$ cat src/rtl/marlann_qpi_responder.sv
// Accelerator-side QPI responder: oversamples ml_* pins, decodes commands, bridges bursts to the core.
// Optional MARLANN_QPI_CMDCNT_EN adds a 16-bit accepted-command counter readable with cmd 0x06.
`timescale 1ns/1ps

module marlann_qpi_responder #(
  parameter int DUMMY_NIBBLES = 2
) (
  input  logic       clk,
  input  logic       reset,
  input  logic       qpi_clk,
  input  logic       qpi_csb,
  input  logic [3:0] qpi_di,
  output logic [3:0] qpi_do,
  output logic       qpi_oe,
  output logic       wr_valid,
  output logic [7:0] wr_data,
  input  logic       wr_ready,
  input  logic       rd_valid,
  input  logic [7:0] rd_data,
  output logic       rd_ready,
  input  logic       core_busy,
  input  logic       core_err
);

  // state    | meaning
  // S_IDLE   | csb high or waiting for a fresh csb fall after reset
  // S_CMD    | shifting in the two command nibbles
  // S_WRITE  | receiving bytes for the core
  // S_DUMMY  | counting dummy SCK rises before a read-type response
  // S_READ   | streaming core bytes out
  // S_STATUS | streaming the status byte out
  // S_IGNORE | unknown command, bus stays released
  // S_COUNT  | streaming the command counter (optional build only)
  typedef enum logic [2:0] {
    S_IDLE, S_CMD, S_WRITE, S_DUMMY, S_READ, S_STATUS, S_IGNORE, S_COUNT
  } state_t;

  localparam logic [7:0] DUMMY_LD = 8'(DUMMY_NIBBLES);

  state_t     state, state_nx, dummy_tgt;
  logic [1:0] sck_s, csb_s;
  logic [3:0] di_s1, di_s2;
  logic       sck_d, fall_d;
  logic       sck, csb, rise, fall;
  logic       armed, nib, tx_lo, lo_on_bus;
  logic [3:0] rx_hi;
  logic [7:0] rx_byte, tx_buf, tx_byte, dcnt;
  logic       tx_state, byte_done, load;
  logic       ovf, udf, status_done;
  logic       ovf_set, udf_set, status_set, flag_clr;

`ifdef MARLANN_QPI_CMDCNT_EN
  logic [15:0] cmd_cnt;
  logic        cnt_sel;
`endif

  assign sck       = sck_s[1];
  assign csb       = csb_s[1];
  assign rise      = sck & ~sck_d;
  assign fall      = ~sck & sck_d;
  assign rx_byte   = {rx_hi, di_s2};
  assign byte_done = rise & nib;
  assign tx_state  = (state == S_READ) || (state == S_STATUS) || (state == S_COUNT);
  assign load      = fall & tx_state & ~tx_lo & ~csb;

  always_ff @(posedge clk or posedge reset) begin
    if (reset) begin
      sck_s  <= 2'b00;
      sck_d  <= 1'b0;
      csb_s  <= 2'b11;
      di_s1  <= 4'h0;
      di_s2  <= 4'h0;
      fall_d <= 1'b0;
    end else begin
      sck_s  <= {sck_s[0], qpi_clk};
      sck_d  <= sck_s[1];
      csb_s  <= {csb_s[0], qpi_csb};
      di_s1  <= qpi_di;
      di_s2  <= di_s1;
      fall_d <= fall;
    end
  end

  always_ff @(posedge clk or posedge reset) begin
    if (reset) state <= S_IDLE;
    else       state <= state_nx;
  end

  always_comb begin
    state_nx = state;
    case (state)
      S_IDLE:  if (armed && !csb) state_nx = S_CMD;
      S_CMD: begin
        if (byte_done) begin
          case (rx_byte)
            8'h02:   state_nx = S_WRITE;
            8'h03:   state_nx = S_DUMMY;
            8'h05:   state_nx = S_DUMMY;
`ifdef MARLANN_QPI_CMDCNT_EN
            8'h06:   state_nx = S_DUMMY;
`endif
            default: state_nx = S_IGNORE;
          endcase
        end
      end
      S_DUMMY: if (rise && dcnt == 8'd1) state_nx = dummy_tgt;
      default: ;
    endcase
    if (csb) state_nx = S_IDLE;
  end

  always_comb begin
    tx_byte = 8'h00;
    case (state)
      S_READ:   tx_byte = rd_valid ? rd_data : 8'h00;
      S_STATUS: tx_byte = {core_busy, core_err, 4'b0000, ovf, udf};
`ifdef MARLANN_QPI_CMDCNT_EN
      S_COUNT:  tx_byte = cnt_sel ? cmd_cnt[7:0] : cmd_cnt[15:8];
`endif
      default:  ;
    endcase
  end

  // The byte is fetched on the detected fall; its high nibble drives one cycle later.
  always_ff @(posedge clk or posedge reset) begin
    if (reset) begin
      armed     <= 1'b0;
      nib       <= 1'b0;
      rx_hi     <= 4'h0;
      tx_lo     <= 1'b0;
      lo_on_bus <= 1'b0;
      tx_buf    <= 8'h00;
      dcnt      <= 8'h00;
      dummy_tgt <= S_STATUS;
      qpi_do    <= 4'h0;
      qpi_oe    <= 1'b0;
      wr_valid  <= 1'b0;
      wr_data   <= 8'h00;
      rd_ready  <= 1'b0;
    end else begin
      wr_valid <= 1'b0;
      rd_ready <= 1'b0;
      if (csb) armed <= 1'b1;
      if (csb || state == S_IDLE) begin
        nib       <= 1'b0;
        tx_lo     <= 1'b0;
        lo_on_bus <= 1'b0;
        qpi_oe    <= 1'b0;
        qpi_do    <= 4'h0;
      end else begin
        if (rise && (state == S_CMD || state == S_WRITE)) begin
          nib   <= ~nib;
          rx_hi <= di_s2;
        end
        if (state == S_CMD && byte_done) begin
          dcnt      <= DUMMY_LD;
          dummy_tgt <= (rx_byte == 8'h03) ? S_READ :
                       (rx_byte == 8'h06) ? S_COUNT : S_STATUS;
        end
        if (state == S_DUMMY && rise) dcnt <= dcnt - 8'd1;
        if (state == S_WRITE && byte_done && wr_ready) begin
          wr_valid <= 1'b1;
          wr_data  <= rx_byte;
        end
        if (load) begin
          tx_buf <= tx_byte;
          if (state == S_READ && rd_valid) rd_ready <= 1'b1;
        end
        if (fall_d && tx_state) begin
          qpi_do    <= tx_lo ? tx_buf[3:0] : tx_buf[7:4];
          qpi_oe    <= 1'b1;
          tx_lo     <= ~tx_lo;
          lo_on_bus <= tx_lo;
        end
      end
    end
  end

  assign ovf_set    = (state == S_WRITE) && byte_done && !wr_ready && !csb;
  assign udf_set    = load && (state == S_READ) && !rd_valid;
  assign status_set = rise && (state == S_STATUS) && lo_on_bus && !csb;
  assign flag_clr   = csb && status_done;

  // Setting a flag outranks the clear that follows a completed status read.
  always_ff @(posedge clk or posedge reset) begin
    if (reset) begin
      ovf         <= 1'b0;
      udf         <= 1'b0;
      status_done <= 1'b0;
    end else begin
      if (ovf_set)       ovf <= 1'b1;
      else if (flag_clr) ovf <= 1'b0;
      if (udf_set)       udf <= 1'b1;
      else if (flag_clr) udf <= 1'b0;
      if (flag_clr)        status_done <= 1'b0;
      else if (status_set) status_done <= 1'b1;
    end
  end

`ifdef MARLANN_QPI_CMDCNT_EN
  always_ff @(posedge clk or posedge reset) begin
    if (reset) begin
      cmd_cnt <= 16'h0000;
      cnt_sel <= 1'b0;
    end else begin
      if (state == S_CMD && byte_done && !csb &&
          (rx_byte == 8'h02 || rx_byte == 8'h03 || rx_byte == 8'h05 || rx_byte == 8'h06))
        cmd_cnt <= cmd_cnt + 16'd1;
      if (csb || state == S_IDLE)            cnt_sel <= 1'b0;
      else if (load && state == S_COUNT)     cnt_sel <= ~cnt_sel;
    end
  end
`endif

endmodule
$ cat config.mk
export PLATFORM = sky130hd
export DESIGN_NAME = marlann_qpi_responder
export DESIGN_NICKNAME = d
export VERILOG_FILES = /design/src/rtl/marlann_qpi_responder.sv
export SDC_FILE = /design/constraint.sdc
export NUM_CORES = 1
export LEC_CHECK = 0
export CAP_MARGIN = 10
export CORE_MARGIN = 4
export CORE_UTILIZATION = 58
export CTS_CLUSTER_DIAMETER = 80
export DETAILED_ROUTE_END_ITERATION = 10
export PLACE_DENSITY = 0.85
export SLEW_MARGIN = 20
export SYNTH_ARGS = -nofsm -noshare
export SYNTH_HDL_FRONTEND = slang
export SYNTH_SLANG_ARGS = --single-unit
$ cat constraint.sdc
create_clock -name clk -period 3.25 [get_ports clk]
set_clock_uncertainty 0.2 [all_clocks]
set_input_delay 0.65 -clock clk [delete_from_list [all_inputs] [get_ports clk]]
set_output_delay 0.65 -clock clk [all_outputs]
set_load 0.1 [all_outputs]
==> flow_summary_export.csv, run 1 <==
group,metric,value,unit
sta,report.final.hold_viol_count,0,
sta,slew_violations,0,
sta,setup_viol,0,
floorplanning,core-area,4324,um2
clock_network,insertion_delay,0.33,ns
setup_path,cp-startpoint,"state[2]$_DFFE_PP0P_",
sta,min_period_over_period,0.6607,
placement,globalplace.congestion,0.7782,
setup_path,reg2reg_slack,1.10,ns
clock_network,cts_buffer_depth,2,
synthesis,synth-seq-area-share,0.5914,
global_route,grt_pass1_vias,1737,
clock_network,tritoncts,"built",
sta,fin_setup_tns,0,ns
power,vdd_drop_max,0.4829,mV
route,wire_per_inst,15.40,um
clock_network,cts.repair.resized,0,
power,intPower,1.562,mW
route,drtIter0Drc,120,
route,vias_per_cell,5.667,
global_route,grt_overflow,0,
setup_path,rr_worst_depth,4,
setup_path,r2r-end,"dummy_tgt[0]$_DFFE_PP1P_",
synthesis,synth-adder-area-share,0.01354,
setup_path,crit_type,"reg -> reg",
hold_path,hold_path_class,"reg -> reg",
route,antenna_left,0,
synthesis,synth_top_area_share,0.5609,
clock_network,cts_inserted_buffers,9,
synthesis,synth-xor-area-share,0.01692,
floorplanning,die_w,74.79,um
setup_path,endpoint_kind,"flop",
finish,diodes,0,
placement,numPortBuffers,34,
sta,period_needed,2.147,ns
synthesis,syn_avg_cell_area,11.45,um2
synthesis,synth-edff-count,0,
clock_network,path_clk_slew,0.06,ns
clock_network,h-tree-depth,3,
floorplanning,rows,24,
synthesis,synth_simple_gate_area_share,0.1707,
synthesis,synth_largest_area_cell,"dfrtp_1",
power,sw_frac_of_total,0.3372,
synthesis,ys.flop_type,"dfrtp_1",
floorplanning,die_y,74.79,um
global_route,grt_max_degree,32,
floorplanning,io_pins,35,
floorplanning,start_util,0.5984,
clock_network,post_cts_buffers,0,
route,vias,1819,
placement,hpwlAfterDp,3504,um
synthesis,ys_ff_latch,61,
sta,rsz0062_at_grt,"false",
synthesis,synth_compound_area_frac,0.1190,
clock_network,cts-hold-fix-buffers,0,
sta,slew_headroom,0.5733,
outcome,outcome,"complete, no violations",
setup_path,worst_setup_path_start_kind,"flop",
sta,worst_pin_slew,0.6391,ns
power,pwr-share-clk,0.281,
global_route,antenna_found_initial,0,
synthesis,synthTopCellsByArea,"dfrtp_1 56%, mux2_2 3.9%, dfstp_2 3.0%, nand2_1 2.8%, nor2_1 2.6%",
synthesis,yosysWarningCount,0,
floorplanning,design.die.area,5594,um2
synthesis,syn_nets,248,
synthesis,synth_cells,226,
power,power.leakage,1.454,nW
hold_path,hold_start,"di_s1[0]$_DFF_PP0_",
synthesis,ys_types,49,
clock_network,clock-sinks,61,
synthesis,synth_top_family_by_area,"simple AND/OR/NAND/NOR gates",
setup_path,critPathMaxFanout,16,
power,finalPower,2.357,mW
finish,drive_above_1_share,0.2007,
setup_path,crit_end,"dummy_tgt[0]$_DFFE_PP1P_",
clock_network,cts_root_buffer,"clkbuf_8",
setup_path,crit_arrival,2.21,ns
power,switchingPower,794.7,uW
power,p_per_area,750.2,nW/um2
route,wirelength,4944,um
synthesis,netlist_area,2587,um2
finish,nFillCells,313,
global_route,grt_usage,0.2013,
finish,fin_nets,287,
global_route,grt_pass1_wl,8238,um
setup_path,worstReg2RegStart,"state[2]$_DFFE_PP0P_",
synthesis,synth-async-reset-ratio,1.000,
route,drt-pass1-iter-count,4,
power,p_comb_frac,0.250,
finish,syn_to_final_growth,21.42,%
route,drcViolationCount,0,
sta,holdWs,0.1552,ns
synthesis,muxShareOfSynthArea,0.05561,
setup_path,cp.required,3.31,ns
power,p_seq_frac,0.468,
job,maxCapViolations,0,
sta,max_freq,0.4657,GHz
-- synthesized netlist by cell type, types with 4 or more instances --
cell type,instances
or4_1,4
nor2_1,18
a21oi_1,8
nand2b_1,4
inv_1,14
mux2_2,9
dfrtp_1,58
a31oi_1,5
nand4_1,4
nand2_1,19
o21ai_0,11
clkbuf_1,4
-- per-stage QoR --
step / std cells / utilization / instance area, um2 / worst slack [ns]
floorplan: 226 / - / 2587 / 0.8919
global placement: 306 / 0.6806 / 2943 / 1.141
detailed placement: 306 / 0.6806 / 2943 / 1.091
CTS: 321 / 0.7266 / 3142 / 1.086
global route: 321 / 0.7266 / 3142 / 0.9002
finish: 321 / 0.7266 / 3142 / 1.103
-- cell usage in the layout, fill, tap and decap left out, types with 4 or more instances in the layout --
cell             netlist  routed
a21oi_1                8       8
a31oi_1                5       5
buf_4                  1      15
clkbuf_8               0      11
clkdlybuf4s50_1        0      19
dfrtp_1               58      58
inv_1                 14      13
mux2_2                 9       9
nand2_1               19      19
nand2b_1               4       4
nand4_1                4       4
nor2_1                18      18
o21ai_0               11      11
or4_1                  4       4
-- sequential cells by signal, summed over array words and instances, names as in the netlist, 2 cells and up --
name / cells
csb_s: 2
state: 3
tx_buf: 8
qpi_do: 4
di_s2: 4
rx_hi: 4
wr_data: 8
di_s1: 4
sck_s: 2
dummy_tgt: 2
dcnt: 8
-- kinds of logic after synthesis --
kind of cell,after synthesis
AND/OR/NAND/NOR,78
flip-flops,61
AO/OA/AOI/OAI,45
buffers and inverters,21
multiplexers,13
XOR/XNOR,5
adder cells (fa/ha/maj),3
-- how the worst min path moves through the flow --
stage / endpoint / slack [ns] / cells after the start
floorplan: di_s2[0]$_DFF_PP0_ / 0.13 / 0
global placement: di_s2[2]$_DFF_PP0_ / 0.13 / 0
detailed placement: di_s2[0]$_DFF_PP0_ / 0.15 / 0
CTS: sck_s[1]$_DFF_PP0_ / 0.16 / 0
global route: di_s2[1]$_DFF_PP0_ / 0.16 / 0
finish: di_s2[0]$_DFF_PP0_ / 0.16 / 0
-- worst max-delay path, cell delays in order (launching register included) --
cell     delay, ns
dfrtp_1       0.54
or3b_1        0.47
nor4_4        0.39
nand3_1       0.17
o32a_1        0.31
-- power by group through the flow --
stage | Sequential, mW | Combinational, mW | Clock, mW
after floorplan | 1.09 | 0.460 | 0
after global placement | 1.10 | 0.574 | 0
after detailed placement | 1.11 | 0.587 | 0
after CTS | 1.10 | 0.593 | 0.674
after global routing | 1.13 | 0.653 | 0.711
final | 1.10 | 0.590 | 0.663
-- metal layers --
| metal | track usage | vias to the layer above | part of all wire |
|---|---|---|---|
| li1 | - | 882 | - |
| met1 | 0.2740 | 895 | 0.45 |
| met2 | 0.3015 | 34 | 0.49 |
| met3 | 0.05207 | 8 | 0.038 |
| met4 | 0.1008 | 0 | 0.016 |
| met5 | 0 | - | 0 |
-- final cells by class --
cell class,count,area [um2],area share
sequential,61,1530,0.4871
timing repair buffer,35,322.8,0.1027
clock inverter,4,47.55,0.01513
clock buffer,11,151.4,0.04819
multi-input combinational,144,972.2,0.3094
inverter,14,52.55,0.01673
tap,52,65.06,0.02071
(Power assumes the default switching activity.)
==> inputs of run 2 (changes only) <==
--- a/config.mk
+++ b/config.mk
@@ -7,10 +7,10 @@
 export LEC_CHECK = 0
 export CAP_MARGIN = 10
 export CORE_MARGIN = 4
-export CORE_UTILIZATION = 58
+export CORE_UTILIZATION = 49
 export CTS_CLUSTER_DIAMETER = 80
 export DETAILED_ROUTE_END_ITERATION = 10
-export PLACE_DENSITY = 0.85
+export PLACE_DENSITY = 0.76
 export SLEW_MARGIN = 20
 export SYNTH_ARGS = -nofsm -noshare
 export SYNTH_HDL_FRONTEND = slang
==> constraint.sdc (replaced) <==
create_clock -name clk -period 1.9 [get_ports clk]
set_clock_uncertainty 0.2 [all_clocks]
set_input_delay 0.38 -clock clk [delete_from_list [all_inputs] [get_ports clk]]
set_output_delay 0.38 -clock clk [all_outputs]
set_load 0.1 [all_outputs]
==> flow_summary_export.csv, run 2 (synthesis results as in run 1) <==
group,metric,value,unit
outcome,outcome,"complete, no violations",
clock_network,cts_buffer_depth,2,
global_route,grt_overflow,0,
route,drtIter0Drc,92,
route,drt-pass1-iter-count,4,
placement,numPortBuffers,34,
floorplanning,rows,26,
setup_path,worstReg2RegStart,"dcnt[5]$_DFFE_PP0P_",
finish,fin_nets,312,
global_route,grt_usage,0.1912,
setup_path,worst_setup_path_start_kind,"flop",
sta,period_needed,1.878,ns
clock_network,cts_root_buffer,"clkbuf_8",
global_route,grt_max_degree,29,
finish,layout_common_cells,"56 x dfrtp_1, 24 x buf_4, 19 x nand2_1, 19 x clkdlybuf4s50_1, 18 x nor2_1",
setup_path,rr_worst_depth,4,
finish,syn_to_final_growth,37.23,%
floorplanning,start_util,0.5066,
floorplanning,io_pins,35,
power,p_per_area,1175,nW/um2
sta,max_freq,0.5326,GHz
finish,nFillCells,380,
clock_network,cts-hold-fix-buffers,0,
power,p_comb_frac,0.322,
power,finalPower,4.173,mW
finish,largest_registers,"dcnt (8), tx_buf (8), wr_data (8)",
sta,slew_headroom,0.7854,
power,intPower,2.765,mW
floorplanning,core-area,5107,um2
hold_path,hold_path_class,"reg -> reg",
route,antenna_left,0,
setup_path,critPathMaxFanout,3,
route,wire_per_inst,14.40,um
sta,report.final.hold_viol_count,0,
placement,hpwlAfterDp,3835,um
floorplanning,die_w,80.67,um
sta,min_period_over_period,0.9882,
power,switchingPower,1.408,mW
route,vias_per_cell,5.312,
setup_path,cp.required,1.91,ns
sta,setup_viol,0,
sta,holdWs,0.1465,ns
route,wirelength,5257,um
hold_path,hold_depth,0,
global_route,grt_pass1_wl,9211,um
clock_network,clock-sinks,61,
power,sw_frac_of_total,0.3374,
power,p_seq_frac,0.440,
power,pwr-share-clk,0.239,
setup_path,crit_type,"reg -> reg",
setup_path,endpoint_kind,"flop",
clock_network,path_clk_slew,0.06,ns
finish,drive_above_1_share,0.2780,
setup_path,cp-startpoint,"dcnt[5]$_DFFE_PP0P_",
sta,worst_pin_slew,0.3189,ns
job,maxCapViolations,0,
clock_network,h-tree-depth,3,
placement,globalplace.congestion,0.8430,
hold_path,hold_start,"di_s1[2]$_DFF_PP0_",
global_route,grt_pass1_vias,1981,
global_route,antenna_found_initial,0,
clock_network,insertion_delay,0.33,ns
clock_network,cts_inserted_buffers,9,
floorplanning,die_y,80.67,um
floorplanning,design.die.area,6507,um2
setup_path,crit_arrival,1.89,ns
power,vdd_drop_max,0.7345,mV
sta,rsz0062_at_grt,"true",
finish,diodes,0,
finish,layout_commonest_cell,"dfrtp_1",
clock_network,tritoncts,"built",
route,vias,1939,
route,drcViolationCount,0,
sta,slew_violations,0,
power,power.leakage,1.605,nW
run 2: through the flow:
stage | instance area (um2) | setup TNS [ns] | utilization | setup WS (ns) | cells
4_1_cts | 3521 | 0 | 0.6894 | 0.009295 | 364
6_report | 3551 | 0 | 0.6952 | 0.02245 | 365
2_1_floorplan | 2591 | 0 | - | 0.003084 | 226
3_5_place_dp | 3334 | -0.03771 | 0.6529 | -0.02029 | 346
5_1_grt | 3551 | -0.1513 | 0.6952 | -0.04071 | 365
3_3_place_gp | 3334 | 0 | 0.6529 | 0.01547 | 346
run 2: cell type report:
type | instances | area [um2] | share of cell area
Sequential cell | 61 | 1533 | 0.4316
Multi-Input combinational cell | 144 | 992.2 | 0.2794
Timing Repair Buffer | 60 | 710.7 | 0.2001
Clock buffer | 15 | 166.4 | 0.04686
Tap cell | 70 | 87.58 | 0.02467
Inverter | 14 | 56.30 | 0.01586
Clock inverter | 1 | 5.005 | 0.001409
run 2: power by group through the flow:
stage | sequential, mW | clock (mW) | combinational [mW]
3_5_place_dp | 1.84 | 0 | 1.28
4_1_cts | 1.82 | 1.03 | 1.32
3_3_place_gp | 1.83 | 0 | 1.24
6_report | 1.84 | 0.995 | 1.34
2_1_floorplan | 1.86 | 0 | 0.787
5_1_grt | 1.87 | 1.10 | 1.48
run 2: critical path, cell delays in order (launching register included):
cell and delay [ns]:
dfrtp_1 0.39, or4_4 0.57, nor4_4 0.16, o22ai_2 0.12, mux2_1 0.32
run 2: per-layer routing:
| metal | vias up | part of all wire | GRT usage |
|---|---|---|---|
| met2 | 39 | 0.50 | 0.3022 |
| met3 | 8 | 0.037 | 0.06951 |
| met1 | 957 | 0.45 | 0.2401 |
| met4 | 0 | 0.014 | 0.07095 |
| li1 | 935 | - | - |
| met5 | - | 0 | 0 |
run 2: path summary, 6_finish.rpt:
path                            slack [ns]              endpoint
worst max-delay path                  0.02  state[1]$_DFFE_PP0P_
worst min-delay path                  0.15    di_s2[2]$_DFF_PP0_
worst max register to register        0.02  state[1]$_DFFE_PP0P_
worst min register to register        0.15    di_s2[2]$_DFF_PP0_
max in group asynchronous             0.98    csb_s[0]$_DFF_PP1_
min in group asynchronous             0.26  rx_hi[0]$_DFFE_PP0P_
run 2: repair_timing:
action | in CTS | in global routing
resized for setup | 0 | 6
buffers inserted | 2 | 1
setup endpoints to repair | 2 | 18
pin swaps | 1 | 2
